## config.mk

```make
export PLATFORM = sky130hd
export DESIGN_NAME = multicycle_ctrl
export DESIGN_NICKNAME = d
export VERILOG_FILES = /design/src/rtl/mc_pkg.sv /design/src/rtl/multicycle_ctrl.sv
export SDC_FILE = /design/constraint.sdc
export NUM_CORES = 1
export LEC_CHECK = 0
export ABC_AREA = 1
export CORE_ASPECT_RATIO = 1.4
export CORE_MARGIN = 5
export CORE_UTILIZATION = 50
export DETAILED_ROUTE_END_ITERATION = 10
export HOLD_SLACK_MARGIN = 0.03
export PLACE_DENSITY = 0.8
export SYNTH_ARGS = -nofsm -noshare
export SYNTH_HDL_FRONTEND = slang
export SYNTH_SLANG_ARGS = --single-unit
```

## constraint.sdc

```tcl
create_clock -name clk -period 2 [get_ports clk]
set_clock_uncertainty 0.15 [all_clocks]
set_input_delay 0.6 -clock clk [delete_from_list [all_inputs] [get_ports clk]]
set_output_delay 0.6 -clock clk [all_outputs]
set_load 0.01 [all_outputs]
```

## src/rtl/mc_pkg.sv

```systemverilog
// Shared encodings for the multicycle control unit: opcodes, ALU/mux selects
// and the controller state enum.
package mc_pkg;

  localparam logic [5:0] OP_RTYPE = 6'b000000;
  localparam logic [5:0] OP_ADDI  = 6'b001000;
  localparam logic [5:0] OP_LW    = 6'b100011;
  localparam logic [5:0] OP_SW    = 6'b101011;
  localparam logic [5:0] OP_BEQ   = 6'b000100;
  localparam logic [5:0] OP_BNE   = 6'b000101;
  localparam logic [5:0] OP_J     = 6'b000010;
  localparam logic [5:0] OP_HALT  = 6'b111111;

  localparam logic [1:0] R_OP = 2'b00;
  localparam logic [1:0] ADD  = 2'b01;
  localparam logic [1:0] SUB  = 2'b10;

  localparam logic [1:0] SRCB_REG    = 2'b00;
  localparam logic [1:0] SRCB_FOUR   = 2'b01;
  localparam logic [1:0] SRCB_IMM    = 2'b10;
  localparam logic [1:0] SRCB_IMM_SH = 2'b11;

  localparam logic [1:0] PCSRC_ALU    = 2'b00;
  localparam logic [1:0] PCSRC_ALUOUT = 2'b01;
  localparam logic [1:0] PCSRC_JUMP   = 2'b10;

  typedef enum logic [3:0] {
    IDLE     = 4'd0,
    FETCH    = 4'd1,
    DECODE   = 4'd2,
    EX_R     = 4'd3,
    WB_R     = 4'd4,
    EX_I     = 4'd5,
    WB_I     = 4'd6,
    MEM_ADDR = 4'd7,
    MEM_RD   = 4'd8,
    MEM_WB   = 4'd9,
    MEM_WR   = 4'd10,
    BRANCH   = 4'd11,
    JUMP     = 4'd12,
    HALT     = 4'd13,
    TRAP     = 4'd14
  } state_e;

endpackage

```

## src/rtl/multicycle_ctrl.sv

```systemverilog
// Multicycle MIPS-subset controller: Moore-decoded datapath controls, memory
// ready handshake, run gate, illegal-opcode trap and retired-instruction counter.
module multicycle_ctrl
  import mc_pkg::*;
#(
  parameter bit MEM_HANDSHAKE   = 1'b1,
  parameter bit TRAP_ON_ILLEGAL = 1'b1,
  parameter int RETIRE_W        = 32
) (
  input  logic                clk,
  input  logic                reset,
  input  logic [5:0]          opCode,
  input  logic                run,
  input  logic                mem_ready,
  output logic                mem_req,
  output logic                IorD,
  output logic                MemWrite,
  output logic                IRWrite,
  output logic                MemtoReg,
  output logic                RegWrite,
  output logic                RegDst,
  output logic                ALUSrcA,
  output logic                PCWrite,
  output logic                PCWriteCond,
  output logic                BranchNe,
  output logic [1:0]          ALUOp,
  output logic [1:0]          ALUSrcB,
  output logic [1:0]          PCSource,
  output logic                halted,
  output logic                trapped,
  output logic [3:0]          state,
  output logic [RETIRE_W-1:0] retired
);

  state_e                state_r;
  state_e                next_s;
  logic                  nop_r;
  logic                  nop_set_s;
  logic                  retire_s;
  logic                  rdy_s;
  logic [RETIRE_W-1:0]   retired_r;

  assign rdy_s   = MEM_HANDSHAKE ? mem_ready : 1'b1;
  assign state   = state_r;
  assign retired = retired_r;

  // State, NOP marker and retired counter registers.
  always_ff @(posedge clk or negedge reset) begin
    if (!reset) begin
      state_r   <= IDLE;
      nop_r     <= 1'b0;
      retired_r <= '0;
    end else begin
      state_r <= next_s;
      nop_r   <= nop_set_s;
      if (retire_s) begin
        retired_r <= retired_r + RETIRE_W'(1);
      end else begin
        retired_r <= retired_r;
      end
    end
  end

  // Next-state, retire pulse and NOP marker.
  always_comb begin
    next_s    = state_r;
    retire_s  = 1'b0;
    nop_set_s = 1'b0;
    case (state_r)
      IDLE: begin
        // An IDLE cycle entered from an illegal opcode completes that NOP.
        retire_s = nop_r;
        if (run) next_s = FETCH;
        else     next_s = IDLE;
      end
      FETCH: begin
        if (rdy_s) next_s = DECODE;
        else       next_s = FETCH;
      end
      DECODE: begin
        case (opCode)
          OP_RTYPE:      next_s = EX_R;
          OP_ADDI:       next_s = EX_I;
          OP_LW, OP_SW:  next_s = MEM_ADDR;
          OP_BEQ, OP_BNE: next_s = BRANCH;
          OP_J:          next_s = JUMP;
          OP_HALT: begin
            next_s   = HALT;
            retire_s = 1'b1;
          end
          default: begin
            if (TRAP_ON_ILLEGAL) begin
              next_s = TRAP;
            end else begin
              next_s    = IDLE;
              nop_set_s = 1'b1;
            end
          end
        endcase
      end
      EX_R:     next_s = WB_R;
      EX_I:     next_s = WB_I;
      MEM_ADDR: begin
        if (opCode == OP_SW) next_s = MEM_WR;
        else                 next_s = MEM_RD;
      end
      MEM_RD: begin
        if (rdy_s) next_s = MEM_WB;
        else       next_s = MEM_RD;
      end
      MEM_WR: begin
        if (rdy_s) begin
          retire_s = 1'b1;
          if (run) next_s = FETCH;
          else     next_s = IDLE;
        end else begin
          next_s = MEM_WR;
        end
      end
      WB_R, WB_I, MEM_WB, BRANCH, JUMP: begin
        retire_s = 1'b1;
        if (run) next_s = FETCH;
        else     next_s = IDLE;
      end
      HALT:    next_s = HALT;
      TRAP:    next_s = TRAP;
      default: next_s = IDLE;
    endcase
  end

  // Moore control decode; FETCH strobes follow the memory handshake.
  always_comb begin
    mem_req     = 1'b0;
    IorD        = 1'b0;
    MemWrite    = 1'b0;
    IRWrite     = 1'b0;
    MemtoReg    = 1'b0;
    RegWrite    = 1'b0;
    RegDst      = 1'b0;
    ALUSrcA     = 1'b0;
    PCWrite     = 1'b0;
    PCWriteCond = 1'b0;
    BranchNe    = 1'b0;
    ALUOp       = R_OP;
    ALUSrcB     = SRCB_REG;
    PCSource    = PCSRC_ALU;
    halted      = 1'b0;
    trapped     = 1'b0;
    case (state_r)
      FETCH: begin
        mem_req = 1'b1;
        ALUSrcB = SRCB_FOUR;
        ALUOp   = ADD;
        IRWrite = rdy_s;
        PCWrite = rdy_s;
      end
      DECODE: begin
        ALUSrcB = SRCB_IMM_SH;
        ALUOp   = ADD;
      end
      EX_R: begin
        ALUSrcA = 1'b1;
      end
      WB_R: begin
        ALUSrcA  = 1'b1;
        RegDst   = 1'b1;
        RegWrite = 1'b1;
      end
      EX_I, MEM_ADDR: begin
        ALUSrcA = 1'b1;
        ALUSrcB = SRCB_IMM;
        ALUOp   = ADD;
      end
      WB_I: begin
        ALUSrcA  = 1'b1;
        ALUSrcB  = SRCB_IMM;
        ALUOp    = ADD;
        RegWrite = 1'b1;
      end
      MEM_RD: begin
        mem_req = 1'b1;
        IorD    = 1'b1;
      end
      MEM_WB: begin
        MemtoReg = 1'b1;
        RegWrite = 1'b1;
      end
      MEM_WR: begin
        mem_req  = 1'b1;
        IorD     = 1'b1;
        MemWrite = 1'b1;
      end
      BRANCH: begin
        ALUSrcA     = 1'b1;
        ALUOp       = SUB;
        PCSource    = PCSRC_ALUOUT;
        PCWriteCond = 1'b1;
        BranchNe    = opCode[0];
      end
      JUMP: begin
        PCSource = PCSRC_JUMP;
        PCWrite  = 1'b1;
      end
      HALT:    halted  = 1'b1;
      TRAP:    trapped = 1'b1;
      default: halted  = 1'b0;
    endcase
  end

endmodule

```

==> metrics <==
simple-gate share of the synthesized area=0.522; synthesized area per cell=6.03 um^2; nets=611; die span in y=roughly 98 um; mapped cell area=between 2000 and 3000 um^2; async set-reset flop share out of synthesis=1.00; post-synthesis cell count=455; root buf cell=clkbuf_8; final wirelength=approximately 10000 um; worst r2r src=state[0]; core footprint=5410 um^2; Final Cycle Share=1.06; CTS Buf Count=5; IO Pins=between 60 and 70; Worst path slowest cell=dfrtp_1; Reg clk slew, reported paths=0.08 ns; die area=roughly 7100 um^2; DIE WIDTH=72.6 um; Critical Path RT=~1.3 ns; sequential fraction of the synthesis area=0.328; WL per Instance=15.7 um; row count=32; P per Cell Area=843 nW/um^2; Synth Register Bits=36; unique cell type count in the Yosys netlist=25; HP Class=input pin to asynchronous set/reset pin; CP endpoint kind=output pin; fraction of layout cells with a size suffix above 1=0.281; Setup crit start kind=flop; Multi-input gate area=between 1500 and 2000 um^2; total power=3.64 mW; hold-fix buffer count after cts=0; count leader, synth=nand2_1; final hold violations=0; Placed Cells=between 600 and 700; CP dominant cell by count=nand2_2; Seq. cell area=~910 um^2; Fill cells=approximately 380; EDFF count, synth=0; Pre-antenna DRT Iters=4; Slew Viols, Final=0; DRT antenna net count=0; Worst-Margin Slew=0.441 ns; largest net degree at the start of global routing=24; H-Tree Depth=2; DRC viols=0; r2r setup slk=-0.03 ns; CTS Sinks=36; gr ovfl total=0; Main synth FF type=dfrtp_1; antenna violations before repair=0; Initial DRC Count=roughly 180; post-synthesis adder-cell area fraction=0.00456; outcome=complete, but fails checks; RSZ-0062 raised after global routing=true; # setup viols final=23; Post-Synth XOR/XNOR Area=0.0383; Post-Syn Nets=between 400 and 500; vias in the first global route=approximately 3500; relative slew slack=0.705; CP Data Arrival Time=1.37 ns; fin cells=669; CTS max path bufs=2; GPL Wtd Cong=0.963; max_cap viols=0; FF-to-FF End=retired[20]; P&R area growth vs syn=57.5%; critical-path maximum fanout=4; WS Path Type=flop to output pin; failing checks=setup timing; ant diodes=0; CP max stage delay=~0.4 ns; dominant cell type by area after synthesis=dfrtp_1; Lkg Pwr=2.25 nW; worst setup margin=-0.116 ns; YS warnings=0; mux cell area share after synthesis=0; FMAX=between 0.4 and 0.5 GHz; Area contributors post-synth=dfrtp_1 33%, nand2_1 27%, nor2_1 11%, nand4_1 5.9%, inv_1 5.6%; fin crit period=between 2 and 2.5 ns; CTS tree=built; GRT Total Usage=0.292; clock latency on the worst-skew pair=just under 0.3 ns; post-synthesis compound-gate area fraction=0.0237; DP HPWL=approximately 7400 um; CP cell instances=buf_4, nand2_2, inv_2, nand2_2, inv_1, clkdlybuf4s15_2; buffers added on ports=between 60 and 70; main combinational cell family by area after synthesis=simple AND/OR/NAND/NOR gates; reg2reg path depth=12; top cell type's share of synthesized area=0.328; DR vias=~3500; Vias/cell=5.28; first-pass GRT wire length=16300 um; Initial Util=0.508; Post-synth top cells=197 x nand2_1, 78 x nor2_1, 41 x inv_1, 36 x dfrtp_1, 26 x nand4_1; worst vdd rail ir drop=approximately 0.00065 V
-- worst max-delay path by stage --
stage               from        to  slack (ns)  cells past startpoint
2_1_floorplan   state[0]  ALUOp[0]        0.19                      5
3_3_place_gp   opCode[0]  BranchNe       -0.52                      4
3_5_place_dp   opCode[0]  BranchNe       -0.55                      4
4_1_cts         state[1]  ALUOp[0]       -0.10                      6
5_1_grt         state[0]  ALUOp[0]       -0.17                      6
6_report        state[3]   trapped       -0.12                      6
-- metrics by stage --
stage	utilization	TNS [ns]	area (um^2)	setup slack (ns)	hold slack [ns]
final	0.800	-1.16	4320	-0.116	0.0776
after global routing	0.800	-5.05	4320	-0.166	0.114
after CTS	0.762	-0.844	4120	-0.100	0.0873
after detailed placement	0.702	-13.90	3800	-0.550	0.397
after global placement	0.702	-13.03	3800	-0.524	0.384
after floorplan	-	0	2740	0.191	0.154
-- repair_timing --
| action | in CTS | in global routing |
|---|---|---|
| setup endpoints to repair | 53 | 48 |
| resized for setup | 141 | 25 |
| setup buffers | 28 | 9 |
| cloned | 0 | 2 |
| pin swaps | 7 | 7 |
-- critical path, delay by kind of cell (launching register included) --
kind,cells,cell delay [ns]
simple gates,2,0.18
buf+inv,4,0.50
flops,1,0.40
-- cell families after synthesis --
family,after synthesis
compound gates,13
fa+ha+maj,1
buf+inv,55
xor+xnor,12
flops,36
simple gates,338
-- cell usage in the layout, fill, tap and decap left out --
master / n
nand4_1: 26
o21ai_2: 2
o21ai_1: 5
inv_1: 30
clkdlybuf4s50_1: 27
nand3_4: 1
nor3b_1: 1
buf_6: 13
inv_2: 13
xor2_1: 12
nor2_4: 6
clkbuf_8: 6
dlymetal6s2s_1: 5
nor2_2: 5
nand2_1: 181
nor3_1: 1
nand2_2: 14
buf_4: 74
nand3_1: 19
buf_12: 4
dfrtp_1: 27
clkdlybuf4s15_2: 1
dfrtp_2: 9
buf_2: 12
nand3_2: 2
clkinvlp_4: 1
nor2_1: 71
a21oi_1: 1
clkbuf_1: 1
o21ai_0: 5
dlygate4sd2_1: 12
clkbuf_16: 2
nand2_4: 3
nor4b_1: 1
ha_2: 1
nand3b_1: 7
-- layer usage --
metal,track usage,part of all wire,vias to the layer above,routed length [um]
met2,0.551,0.54,150,5660
met3,0.0424,0.053,52,556
li1,-,-,1718,-
met1,0.288,0.34,1611,3570
met5,0,0,-,0
met4,0.170,0.066,0,688
-- registers in the layout, indices dropped and copies added (netlist names) --
signal	count
state	4
retired	32
-- area by class of cell --
class / count / area share
Sequential cell: 36 / 0.211
Timing Repair Buffer: 150 / 0.310
Clock buffer: 7 / 0.0200
Multi-Input combinational cell: 364 / 0.400
Clock inverter: 1 / 0.00174
Tap cell: 68 / 0.0197
Inverter: 43 / 0.0373
-- power by group --
part           switching, mW  internal [mW]
clock                  0.284          0.280
combinational           1.13           1.04
sequential            0.0947          0.815
No activity file was read; power rests on OpenSTA's default activity.
